$ cat config.mk
export PLATFORM = sky130hd
export DESIGN_NAME = up2_sw_stack
export DESIGN_NICKNAME = d
export VERILOG_FILES = /design/src/rtl/up2_sw_stack.sv
export SDC_FILE = /design/constraint.sdc
export NUM_CORES = 1
export LEC_CHECK = 0
export ABC_AREA = 1
export BUFFER_PORTS_ARGS = -buffer_cell sky130_fd_sc_hd__buf_2
export CORE_ASPECT_RATIO = 1.75
export CORE_MARGIN = 4
export CORE_UTILIZATION = 40
export DETAILED_ROUTE_END_ITERATION = 10
export PLACE_DENSITY = 0.67
export SLEW_MARGIN = 20
export SYNTH_ARGS = -nofsm -noshare
export SYNTH_HDL_FRONTEND = slang
export SYNTH_SLANG_ARGS = --single-unit
$ cat constraint.sdc
create_clock -name clk -period 5.2 [get_ports clk]
set_input_delay 0.26 -clock clk [delete_from_list [all_inputs] [get_ports clk]]
set_output_delay 0.26 -clock clk [all_outputs]
set_load 0.005 [all_outputs]
$ cat src/rtl/up2_sw_stack.sv
// LIFO register stack driven by board switches, with registered top, level and sticky error flags.
// Define UP2_STACK_SYNC_EN to treat push/pop as asynchronous levels (synchronised, one op per rise).
module up2_sw_stack #(
  parameter int WIDTH = 3,
  parameter int DEPTH = 4,
  localparam int CW = $clog2(DEPTH + 1)
) (
  input  logic             clk,
  input  logic             nRst,
  input  logic             push,
  input  logic             pop,
  input  logic [WIDTH-1:0] din,
  input  logic             clr_err,
  output logic [WIDTH-1:0] dout,
  output logic [CW-1:0]    count,
  output logic             empty,
  output logic             full,
  output logic             ovf,
  output logic             udf
);

  localparam int AW = $clog2(DEPTH);

  logic             ps;
  logic             pp;
  logic [WIDTH-1:0] mem [DEPTH];
  logic [CW-1:0]    cnt_nxt;
  logic [WIDTH-1:0] dout_nxt;
  logic             wr_en;
  logic [AW-1:0]    wr_idx;
  logic [AW-1:0]    top_idx;
  logic [AW-1:0]    below_idx;
  logic             ovf_set;
  logic             udf_set;
  logic             is_full;
  logic             is_empty;

`ifdef UP2_STACK_SYNC_EN
  logic [1:0] push_s;
  logic [1:0] pop_s;
  logic       push_p;
  logic       pop_p;

  always_ff @(posedge clk or negedge nRst) begin
    if (!nRst) begin
      push_s <= '0;
      pop_s  <= '0;
      push_p <= 1'b0;
      pop_p  <= 1'b0;
    end else begin
      push_s <= {push_s[0], push};
      pop_s  <= {pop_s[0], pop};
      push_p <= push_s[1];
      pop_p  <= pop_s[1];
    end
  end

  assign ps = push_s[1] & ~push_p;
  assign pp = pop_s[1] & ~pop_p;
`else
  assign ps = push;
  assign pp = pop;
`endif

  assign is_full   = (count == CW'(DEPTH));
  assign is_empty  = (count == '0);
  assign top_idx   = AW'(count - CW'(1));
  assign below_idx = AW'(count - CW'(2));

  always_comb begin
    cnt_nxt  = count;
    dout_nxt = dout;
    wr_en    = 1'b0;
    wr_idx   = count[AW-1:0];
    ovf_set  = 1'b0;
    udf_set  = 1'b0;
    unique case (1'b1)
      ps & ~pp: begin
        if (!is_full) begin
          wr_en    = 1'b1;
          cnt_nxt  = count + CW'(1);
          dout_nxt = din;
        end else begin
          ovf_set = 1'b1;
        end
      end
      pp & ~ps: begin
        if (!is_empty) begin
          cnt_nxt  = count - CW'(1);
          dout_nxt = (count == CW'(1)) ? '0 : mem[below_idx];
        end else begin
          udf_set = 1'b1;
        end
      end
      ps & pp: begin
        wr_en    = 1'b1;
        dout_nxt = din;
        if (!is_empty) begin
          wr_idx = top_idx;
        end else begin
          // empty: acts as a plain push but still flags the pop
          cnt_nxt = CW'(1);
          udf_set = 1'b1;
        end
      end
      default: ;
    endcase
  end

  always_ff @(posedge clk or negedge nRst) begin
    if (!nRst) begin
      for (int i = 0; i < DEPTH; i++) mem[i] <= '0;
      dout  <= '0;
      count <= '0;
      empty <= 1'b1;
      full  <= 1'b0;
      ovf   <= 1'b0;
      udf   <= 1'b0;
    end else begin
      if (wr_en) mem[wr_idx] <= din;
      dout  <= dout_nxt;
      count <= cnt_nxt;
      empty <= (cnt_nxt == '0);
      full  <= (cnt_nxt == CW'(DEPTH));
      ovf   <= ovf_set | (ovf & ~clr_err);
      udf   <= udf_set | (udf & ~clr_err);
    end
  end

endmodule
==> impl_metrics.json <==
{
  "clkLatencyLatePin_ns": 0.27,
  "arrival_ns": 2.50,
  "htree_levels": 1,
  "synth_top_area_cell": "dfrtp_1",
  "cpPeakStageDelay_ns": 0.53,
  "min_path_type": "primary input to flip-flop",
  "synth_top_cells_by_count": "nand2_1, dfrtp_1, nand3_1, nor2_1, inv_1",
  "crit_chain": "inv_2 > ha_1 > nand2_4 > ha_1 > inv_1 > nand3_1 > nand2_1 > inv_1 > nand2_1 > nor2_1 > nand2_1 > nor2_1",
  "period_share_pct": 44.0,
  "core_mm2": 0.00321,
  "slowest_stage": "dfrtp_1",
  "crit_family": "adder cells",
  "yosysMostFrequentCell": "nand2_1",
  "grt_first_pass_wirelength_mm": 5.64,
  "cp_num_buf_inv": 3,
  "detail-route-antenna-nets": 0,
  "max-cap-violations": 0,
  "synthFlopType": "dfrtp_1",
  "drcViolationCount": 0,
  "wl_per_cell_um": 13.3,
  "setup-tns-final_ns": 0,
  "post_cts_resized": 0,
  "synth_edf_count": 0,
  "rsz0062_at_grt": "no",
  "power_frac_clock_pct": 17.7,
  "slew_viol_final": 0,
  "grt.total_usage_pct": 17.1,
  "p_comb_share_pct": 48.3,
  "synth.top_cell.area_share_pct": 38.6,
  "required_ns": 5.41,
  "initialDrtViolationCount": 26,
  "crit_path_frequent_cell": "nand2_1",
  "cts_root_buf": "clkbuf_8",
  "ys_ff_latch": 22,
  "globalplace.congestion": 0.818,
  "async_reset_ff_share_pct": 100,
  "numCtsBuffers": 3,
  "overflow": 0,
  "dr_total_vias": 1227,
  "cp-end-kind": "flip-flop",
  "p_sw_uw": 406,
  "slew_headroom_pct": 66.2,
  "via_per_inst": 5.05,
  "clock-sinks": 22,
  "diodes": 0,
  "dr.pass1.iters": 4,
  "ir_worst_vdd_uv": 312,
  "syn_inst": 180,
  "rows": 27,
  "grt_antenna_before_repair": 0,
  "drive_gt1_share_pct": 23.0,
  "swShare_pct": 44.4,
  "initial_core_util_pct": 42.5,
  "total_power_uw": 913,
  "static-leakage-power_uw": 0.000839,
  "seq_area_frac_synth_pct": 40.5,
  "io_pins": 18,
  "routed_wl_mm": 3.23,
  "cts_tree": "built",
  "period_needed_ns": 2.29,
  "dieArea_mm2": 0.00444,
  "setup_viol": 0,
  "fmax_mhz": 437,
  "internal_power_uw": 508,
  "die_w_um": 52.1,
  "pwr-share-seq_pct": 34.0,
  "grt_pass1_vias": 1240,
  "hpwl_mm": 2.55,
  "worst_slew_pin_slew_ns": 0.506,
  "start_kind": "flip-flop",
  "power.density_mw_per_mm2": 583,
  "dp.cells": 238,
  "area_growth_syn_to_layout_pct": 15.0,
  "clk_path_buf_depth": 2,
  "netlist-cell-type-count": 23,
  "synth_area_mm2": 0.00136,
  "status": "completed",
  "crit_fanout": 12,
  "hold_viol": 0,
  "ys_warn_count": 0,
  "die_y_um": 85.2,
  "fin_skew_ns": 0.00746,
  "avgSynthCellArea_um2": 7.57,
  "clk_pin_slew_ns": 0.08,
  "nets": 214,
  "io_buffers": 17,
  "crit_type": "flip-flop to flip-flop",
  "fin_cells": 243,
  "syn_nets": 193,
  "netlist_top_cells_area": "dfrtp_1, nand2_1, nand3_1",
  "grt_max_degree": 23
}
[worst paths after layout]
kind / startpoint / to / slack [ns] / cells after the start
worst max-delay path: count[0] / full / 2.91 / 12
worst min-delay path: clr_err / udf / 0.17 / 2
worst max register to register: count[0] / full / 2.91 / 12
worst min register to register: mem[8] / mem[8] / 0.49 / 2
max in group asynchronous: nRst / empty / 4.36 / 2
min in group asynchronous: nRst / count[0] / 0.48 / 2
[what timing repair did]
action	CTS	global route
hold endpoints to repair	21	0
hold buffers	1	0
setup buffers	0	0
[layout by cell type, fill, tap and decap left out]
| master | n |
|---|---|
| nand2_2 | 6 |
| o21ai_2 | 2 |
| inv_2 | 4 |
| bufinv_16 | 1 |
| nand3_4 | 1 |
| ha_1 | 5 |
| dfrtp_1 | 21 |
| dlygate4sd3_1 | 1 |
| nand2_1 | 57 |
| nand2_4 | 3 |
| nor2_1 | 17 |
| nor2_4 | 1 |
| buf_2 | 17 |
| nand3_1 | 20 |
| nand3_2 | 3 |
| o21ai_0 | 8 |
| a22oi_1 | 3 |
| clkinv_2 | 2 |
| nor2_8 | 1 |
| dfstp_2 | 1 |
| nor2_2 | 1 |
| inv_1 | 15 |
| a21oi_1 | 6 |
| nand4_1 | 1 |
| clkbuf_8 | 3 |
[routing by layer]
layer  vias to the layer above  routed length, um  GRT usage, %
met3                        13                110          2.99
met5                         -                  0             0
met4                         0                159          11.0
li1                        610                  -             -
met1                       571               1230          17.0
met2                        33               1740          30.9
[metrics by stage]
step                      setup slack (ns)  hold slack [ns]  utilization, %  area, um^2
after floorplan                       3.17          -0.0356               -        1360
final                                 2.91            0.166            48.8        1570
after CTS                             2.94            0.166            48.8        1570
after global placement                3.03            0.268            46.3        1490
after global routing                  2.76            0.183            48.8        1570
after detailed placement              2.96            0.263            46.3        1490
[power groups by stage]
stage	registers [uW]	logic, uW	clock network, uW
after CTS	312	446	166
final	311	441	162
after detailed placement	315	443	0
after global placement	312	442	0
after global routing	324	505	172
after floorplan	296	336	0
[area by class of cell]
cell class | instances | area, um^2
clock buffer | 3 | 41.3
multi-input combinational | 135 | 713
clock inverter | 1 | 30.0
fill | 337 | 1640
sequential | 22 | 552
inverter | 21 | 81.3
timing repair buffer | 18 | 95.1
tap | 43 | 53.8
[registers in the layout (all words and copies together), names as in the netlist]
name / count
full: 1
mem: 12
count: 3
empty: 1
ovf: 1
udf: 1
dout: 3
[cells by family after synthesis]
kind of cell | synth area share (%)
flops | 40.5
fa+ha+maj | 4.59
buf+inv | 7.16
compound gates | 8.08
simple gates | 39.7
Power figures use the tool's default switching activity.
